## src/rtl/bp_fe_bp_update_queue.sv

```systemverilog
// bp_fe_bp_update_queue
// In-order tracker of in-flight branch predictions feeding the gshare
// predictor's update port. Each issued prediction records {raw index,
// predicted direction}. When the backend resolves the oldest branch, the
// recorded prediction is compared against the actual outcome. The result is
// then driven as a registered single-cycle update (valid, index, correct).
// Wrong-path entries are squashed on a mispredict (optional, by parameter)
// or on an external flush.
//
// Optional build macro: BP_FE_BP_UPDATE_QUEUE_STATS_EN adds saturating
// resolved/mispredict counters (stat_resolved_o, stat_mispredict_o).
//
// Handshake: a prediction is accepted on a cycle where pred_v_i and
// pred_ready_o are both high. pred_ready_o depends only on registered
// occupancy, never on same-cycle inputs. A prediction offered while not
// ready is dropped without any state change. res_v_i has no ready; it pops
// the head when the queue is non-empty and otherwise only raises err_o.
module bp_fe_bp_update_queue #(
  parameter int bht_idx_width_p       = 8,
  parameter int els_p                 = 8,
  parameter int flush_on_mispredict_p = 1
) (
  input  logic                       clk_i,
  input  logic                       reset_i,
  input  logic                       pred_v_i,
  input  logic [bht_idx_width_p-1:0] pred_idx_i,
  input  logic                       pred_taken_i,
  output logic                       pred_ready_o,
  input  logic                       res_v_i,
  input  logic                       res_taken_i,
  input  logic                       flush_i,
  output logic                       w_v_o,
  output logic [bht_idx_width_p-1:0] idx_w_o,
  output logic                       correct_o,
  output logic                       mispredict_o,
  output logic [$clog2(els_p):0]     count_o,
  output logic                       empty_o,
`ifdef BP_FE_BP_UPDATE_QUEUE_STATS_EN
  output logic [31:0]                stat_resolved_o,
  output logic [31:0]                stat_mispredict_o,
`endif
  output logic                       err_o
);

  localparam int lg_lp = $clog2(els_p);
  localparam logic [lg_lp:0] ptr_one_lp = {{lg_lp{1'b0}}, 1'b1};

  // Entry storage; no reset needed because the pointers define validity.
  logic [bht_idx_width_p-1:0] idx_mem_q   [els_p];
  logic                       taken_mem_q [els_p];

  // Pointers carry an extra wrap bit to tell full from empty.
  logic [lg_lp:0] wptr_q, wptr_d;
  logic [lg_lp:0] rptr_q, rptr_d;

  logic                       w_v_q, w_v_d;
  logic [bht_idx_width_p-1:0] idx_w_q, idx_w_d;
  logic                       correct_q, correct_d;
  logic                       err_q, err_d;

  logic full, empty;
  logic enq, deq, match, squash;
  logic [bht_idx_width_p-1:0] head_idx;
  logic                       head_taken;

  assign full  = (wptr_q[lg_lp-1:0] == rptr_q[lg_lp-1:0]) &&
                 (wptr_q[lg_lp] != rptr_q[lg_lp]);
  assign empty = (wptr_q == rptr_q);

  assign head_idx   = idx_mem_q[rptr_q[lg_lp-1:0]];
  assign head_taken = taken_mem_q[rptr_q[lg_lp-1:0]];

  // Decode this cycle's pop, enqueue and squash decisions.
  always_comb begin
    deq    = res_v_i & ~empty;
    match  = (head_taken == res_taken_i);
    squash = flush_i | ((flush_on_mispredict_p != 0) & deq & ~match);
    enq    = pred_v_i & ~full & ~squash;
  end

  // Next-state for pointers, registered update outputs and the sticky error.
  always_comb begin
    wptr_d    = wptr_q;
    rptr_d    = rptr_q;
    w_v_d     = deq;
    idx_w_d   = idx_w_q;
    correct_d = deq & match;
    err_d     = err_q | (res_v_i & empty);
    if (enq) begin
      wptr_d = wptr_q + ptr_one_lp;
    end
    if (squash) begin
      // Everything still in flight (after any pop) is wrong-path.
      rptr_d = wptr_q;
    end else if (deq) begin
      rptr_d = rptr_q + ptr_one_lp;
    end
    if (deq) begin
      idx_w_d = head_idx;
    end
  end

  // State register with synchronous reset.
  always_ff @(posedge clk_i) begin
    if (reset_i) begin
      wptr_q    <= '0;
      rptr_q    <= '0;
      w_v_q     <= 1'b0;
      idx_w_q   <= '0;
      correct_q <= 1'b0;
      err_q     <= 1'b0;
    end else begin
      wptr_q    <= wptr_d;
      rptr_q    <= rptr_d;
      w_v_q     <= w_v_d;
      idx_w_q   <= idx_w_d;
      correct_q <= correct_d;
      err_q     <= err_d;
    end
  end

  // Entry write at the write pointer on an accepted prediction.
  always_ff @(posedge clk_i) begin
    if (enq) begin
      idx_mem_q[wptr_q[lg_lp-1:0]]   <= pred_idx_i;
      taken_mem_q[wptr_q[lg_lp-1:0]] <= pred_taken_i;
    end
  end

`ifdef BP_FE_BP_UPDATE_QUEUE_STATS_EN
  logic [31:0] stat_res_q, stat_mis_q;

  // Saturating counters that advance on the edge that raises w_v_o.
  always_ff @(posedge clk_i) begin
    if (reset_i) begin
      stat_res_q <= '0;
      stat_mis_q <= '0;
    end else begin
      if (deq && (stat_res_q != 32'hFFFF_FFFF)) begin
        stat_res_q <= stat_res_q + 32'd1;
      end
      if (deq && !match && (stat_mis_q != 32'hFFFF_FFFF)) begin
        stat_mis_q <= stat_mis_q + 32'd1;
      end
    end
  end

  assign stat_resolved_o   = stat_res_q;
  assign stat_mispredict_o = stat_mis_q;
`endif

  assign pred_ready_o = ~full;
  assign w_v_o        = w_v_q;
  assign idx_w_o      = idx_w_q;
  assign correct_o    = correct_q;
  assign mispredict_o = w_v_q & ~correct_q;
  assign count_o      = wptr_q - rptr_q;
  assign empty_o      = empty;
  assign err_o        = err_q;

endmodule

```

## config.mk

```make
export PLATFORM = sky130hd
export DESIGN_NAME = bp_fe_bp_update_queue
export DESIGN_NICKNAME = d
export VERILOG_FILES = /design/src/rtl/bp_fe_bp_update_queue.sv
export SDC_FILE = /design/constraint.sdc
export NUM_CORES = 1
export LEC_CHECK = 0
export ABC_AREA = 1
export ABC_CLOCK_PERIOD_IN_PS = 3200
export CORE_MARGIN = 8
export CORE_UTILIZATION = 40
export DETAILED_ROUTE_END_ITERATION = 10
export GPL_ROUTABILITY_DRIVEN = 0
export SLEW_MARGIN = 10
export SYNTH_ARGS = -nofsm -noshare
export SYNTH_HDL_FRONTEND = slang
export SYNTH_SLANG_ARGS = --single-unit
```

## constraint.sdc

```tcl
create_clock -name clk_i -period 3.2 [get_ports clk_i]
set_clock_uncertainty 0.2 [all_clocks]
set_input_delay 0.64 -clock clk_i [delete_from_list [all_inputs] [get_ports clk_i]]
set_output_delay 0.64 -clock clk_i [all_outputs]
set_load 0.05 [all_outputs]
```

Yosys cells after proc, flatten, opt, wreduce, memory -nomap -nowiden
Memory sizes are Yosys's and may differ from the RTL's. A register that Yosys moved wholly into a read port is not among the register bits. Cells that the tools add are included. W data, S select, Z words.

Add/subtract/negate cells: 3. Mux-type cells: 6. Equality and inequality tests: 4. Bitwise operators: 14. Reduce and logical (&&, ||, !) cells: 2.

Operators by type and width (count): $add A4 B1 Y4 const B (2); $mux W4 (2); $and A1 B1 Y1 (7); $mux W3 (2); $not A1 Y1 (5); $eq A4 B4 Y1 (1); $sub A4 B4 Y4 (1); $eq A3 B3 Y1 (1); $mux W1 (2); $or A1 B1 Y1 (2); $reduce_bool A2 Y1 (1); $eq A1 B1 Y1 (1); $logic_and A1 B1 Y1 (1); $ne A1 B1 Y1 (1).

Flip-flop bits (word level): 11. Memories: 2. Output and inout port bits: 18. Memory bits (writable): 72.

Memories: idx_mem_q (depth 8, bits a word 8, rd ports 1, clocked after memory_dff 1, wr ports 1, line 49) `logic [bht_idx_width_p-1:0] idx_mem_q [els_p];`; taken_mem_q (depth 8, bits a word 1, rd ports 1, clocked after memory_dff 1, wr ports 1, line 50) `logic taken_mem_q [els_p];`.

Depth between registers and ports, before layout
Gate-level depths: netlist of run 1.

Depth in word-level cells: 9. Depth in mapped cells: 13. Mapped depth without buffers: 12.

Worst setup path before layout of run 1
OpenSTA, ideal clock, no wires.

Path kind: register to register. From: reg rptr_q[1]. To: mem idx_mem_q[4][0], enable pin. Clock period less this slack: 3075 ps. Data required time: 2613 ps. Arrival: 2488 ps. Setup slack: 125 ps. Cell stages (with the launch flop): 12. Setup time: 387 ps. Buffers on the path: 1. Path through: dfxtp_1 > inv_1 > clkbuf_1 > ha_1 > inv_1 > nor3_4 > nand2_2 > nand2_2 > inv_4 > nand3_4 > nand3_4 > nor3_1.

Cells in the longest elaborated chain, start to end: 9. Elaborated cells on any way between the ends: 13. Those cells by class: eq/ne (2); mux (2); bitwise (8); reduce/logical (1).

Ends and longest elaborated chain: from (decl) (line 54) `logic [lg_lp:0] rptr_q, rptr_d;`; from (signal assigned) (line 114) `rptr_q <= rptr_d;`; $eq A4 B4 Y1 (line 68) `assign empty = (wptr_q == rptr_q);`; $not A1 Y1 (line 75) `deq = res_v_i & ~empty;`; $and A1 B1 Y1 (line 75); $and A1 B1 Y1 (line 77) `squash = flush_i | ((flush_on_mispredict_p != 0) & deq & ~match);`; $or A1 B1 Y1 (line 77); $not A1 Y1 (line 78) `enq = pred_v_i & ~full & ~squash;`; $and A1 B1 Y1 (*) (line 78); $mux W1 (*) (line 124) `if (enq) begin`; $mux W1 (implied by the code) (*) (line 125) `idx_mem_q[wptr_q[lg_lp-1:0]] <= pred_idx_i;`; to (decl) (line 49).

Mark *: on every way between the ends. The rest lies on a longest branch, timed or not.

Worst setup path in the final report of run 1
From: reg wptr_q[0]. To: out count_o[2].

Cells in the longest elaborated chain, start to end: 1.

Ends and longest elaborated chain: from (decl) (line 53) `logic [lg_lp:0] wptr_q, wptr_d;`; from (signal assigned) (line 113) `wptr_q <= wptr_d;`; $sub A4 B4 Y4 (line 157) `assign count_o = wptr_q - rptr_q;`; to (decl) (line 36) `output logic [$clog2(els_p):0] count_o,`.

No other way between the ends.

==> results_dict.tcl, run 1 <==
set metrics [dict create \
    p_total_mw 2.88 \
    synth_warnings 0 \
    fin_crit_ps 2920 \
    cp.required_ps 2360 \
    synth_top_family_by_area "simple AND/OR/NAND/NOR gates" \
    die_h_um 115 \
    grt_max_degree 36 \
    n_antenna_cell 0 \
    place_area_sq_um 4480 \
    cts_made_buffers 9 \
    worstPathCellList "inv_1, ha_1, fa_1, xnor2_1, buf_12" \
    final_cell_mix "72 x edfxtp_1, 48 x nor2_1, 41 x nand2_1" \
    clock_sinks 94 \
    syn2layout_area_growth_pct 20.3 \
    synthMuxAreaShare_pct 0 \
    drt-wirelength-per-cell_um 16.8 \
    syn_area_sq_um 3890 \
    fmaxAchievable_mhz 343 \
    path_max_fanout 8 \
    fin_area_sq_um 4680 \
    setup_tns_ps 0 \
    ir_drop_mv 0.277 \
    hp-start "err_o" \
    criticalPathCategory "reg2out" \
    die_x_um 115 \
    vias 2723 \
    synth-seq-area-share_pct 67.0 \
    rr_worst_depth 11 \
    vias_per_cell 5.17 \
    synth_adder_area_share_pct 2.12 \
    drtIter0Drc 151 \
    coreArea_sq_um 9590 \
    grt-ovfl-total 0 \
    h-tree-depth 3 \
    cts.repair.resized 0 \
    rsz0062_at_grt "no" \
    final_common_cell "edfxtp_1" \
    status "complete, no violations" \
    start_kind "flop" \
    clk_latency_ps 350 \
    grt_first_pass_wirelength_um 14100 \
    drv_cap 0 \
    first_global_vias 2767 \
    drc_errors 0 \
    synth.distinct_cells 30 \
    avgSynthCellArea_sq_um 11.3 \
    synth-simple-area-share_pct 14.4 \
    r2r_start "wptr_q[0]" \
    period_share_pct 91.2 \
    timing.rr.end "idx_mem_q[1][6]" \
    port_buffers 32 \
    routed_wl_um 8860 \
    max_slew_margin_pct 45.4 \
    cts_hold_buf 0 \
    die_area_sq_um 13100 \
    hold_path_class "reg2reg" \
    clockBufferDepth 2 \
    cts.clk_slew.worst_paths_ps 90 \
    synth-seq-cells 94 \
    synth_compound_area_share_pct 10.5 \
    setup.worst_path.end_class "primary output" \
    worst-slew-pin-transition_ps 818 \
    drtPass1Iterations 4 \
    fp-row-count 36 \
    power_density_nw_per_um2 617 \
    hold_viol 0 \
    root_buffer "clkbuf_8" \
    drv_slew 0 \
    synth_xor_area_share_pct 1.55 \
    crit_path_start "wptr_q[0]" \
    drive_above_1_share_pct 12.2 \
    grt_use_total_pct 14.4 \
    dpl.hpwl_um 5850 \
    cts_setup_buffers 0 \
    antenna_found_initial 0 \
    crit_path_top_delay_cell "dfxtp_1" \
    cp.arrival_ps 2080 \
    layout.nets 410 \
    syn_inst 343 \
    setup_viol 0 \
    start_util_pct 40.5 \
    crit_path_end "count_o[2]" \
    pin_count 33 \
    postRouteAntennaNets 0 \
    p_leak_nw 1.69 \
    cts_tree "yes" \
    synth_fp_nets 364 \
    cpPeakStageDelay_ps 490 \
    ff2ff_setup_slack_ps 590 \
]
[per-stage QoR]
| step | setup WS, ps | utilization, % | hold WS (ps) | cells |
|---|---|---|---|---|
| 2_1_floorplan | 125 | - | 312 | 343 |
| 3_3_place_gp | 700 | 46.7 | 241 | 511 |
| 3_5_place_dp | 615 | 46.7 | 249 | 511 |
| 4_1_cts | 264 | 48.7 | 263 | 527 |
| 5_1_grt | 191 | 48.7 | 281 | 527 |
| 6_report | 281 | 48.7 | 258 | 527 |
[cell usage after synthesis]
cell type  count  area [sq um]
xnor2_1        3          26.3
buf_1          3          11.3
nand3_1       19          95.1
inv_2          2          7.51
inv_4          1          6.26
o221ai_1      13           114
o211ai_1       3          22.5
dfxtp_1       22           440
nand3_4        2          35.0
fa_1           1          20.0
nand3b_1       2          15.0
nor3_1         4          20.0
a21oi_1       13          65.1
ha_1           5          62.6
o22ai_1        3          18.8
clkinv_1       1          3.75
nor3_4         1          16.3
o31ai_1        1          7.51
nand4_1        4          25.0
buf_2          1          5.00
o21ai_0       34           170
edfxtp_1      72          2160
nand2_2        3          18.8
inv_1         28           105
xor2_1         2          17.5
a21boi_2       1          11.3
xnor2_2        1          16.3
nand2_1       41           154
nor2_1        48           180
clkbuf_1       9          33.8
[layout make-up]
cell class / count / area, sq um
Clock inverter: 6 / 70.1
Timing Repair Buffer: 48 / 475
Multi-Input combinational cell: 204 / 1110
Sequential cell: 94 / 2600
Clock buffer: 10 / 128
Fill cell: 873 / 4920
Tap cell: 133 / 166
Inverter: 32 / 123
[flip-flops by register name, summed over array words and instances, names as in the netlist, named ones only]
name and cells:
idx_w_o 8, idx_mem_q 64, wptr_q 4, correct_o 1
w_v_o 1, rptr_q 4, taken_mem_q 8, err_o 1
[worst max-delay path: cells and delay by family, from the launching register on]
family	cells	cell delay, ps
XOR/XNOR	1	280
adder cells (fa/ha/maj)	2	650
buffers and inverters	2	310
flip-flops	1	490
[how the worst min path moves through the flow]
stage / endpoint / cells past startpoint
floorplan: wptr_q[3] / 2
global placement: err_o / 2
detailed placement: err_o / 2
CTS: err_o / 2
global route: err_o / 2
finish: err_o / 2
[power by group]
group | internal [mW] | switching, mW
sequential | 1.36 | 0.0286
clock | 0.365 | 0.413
combinational | 0.254 | 0.461
[metal layers]
| layer | vias up | wire [um] | track usage, % |
|---|---|---|---|
| met5 | - | 0 | 0 |
| met3 | 29 | 603 | 4.01 |
| met4 | 0 | 368 | 9.14 |
| met2 | 90 | 4150 | 23.3 |
| li1 | 1297 | - | - |
| met1 | 1307 | 3740 | 16.5 |
[cells by family (layout without fill, tap and decap cells)]
group	after synthesis	after routing
simple gates	124	124
buf+inv	45	96
compound gates	68	68
fa+ha+maj	6	6
flops	94	94
xor+xnor	6	6
Note: power is estimated with default switching activity, not from simulation.
==> run 2: changes to the inputs <==
--- a/config.mk
+++ b/config.mk
@@ -11,6 +11,7 @@
 export CORE_UTILIZATION = 40
 export DETAILED_ROUTE_END_ITERATION = 10
 export GPL_ROUTABILITY_DRIVEN = 0
+export HOLD_SLACK_MARGIN = 0.12
 export SLEW_MARGIN = 10
 export SYNTH_ARGS = -nofsm -noshare
 export SYNTH_HDL_FRONTEND = slang
==> results of run 2 <==
The final DEF is identical to that of run 1; final timing and power are the same.
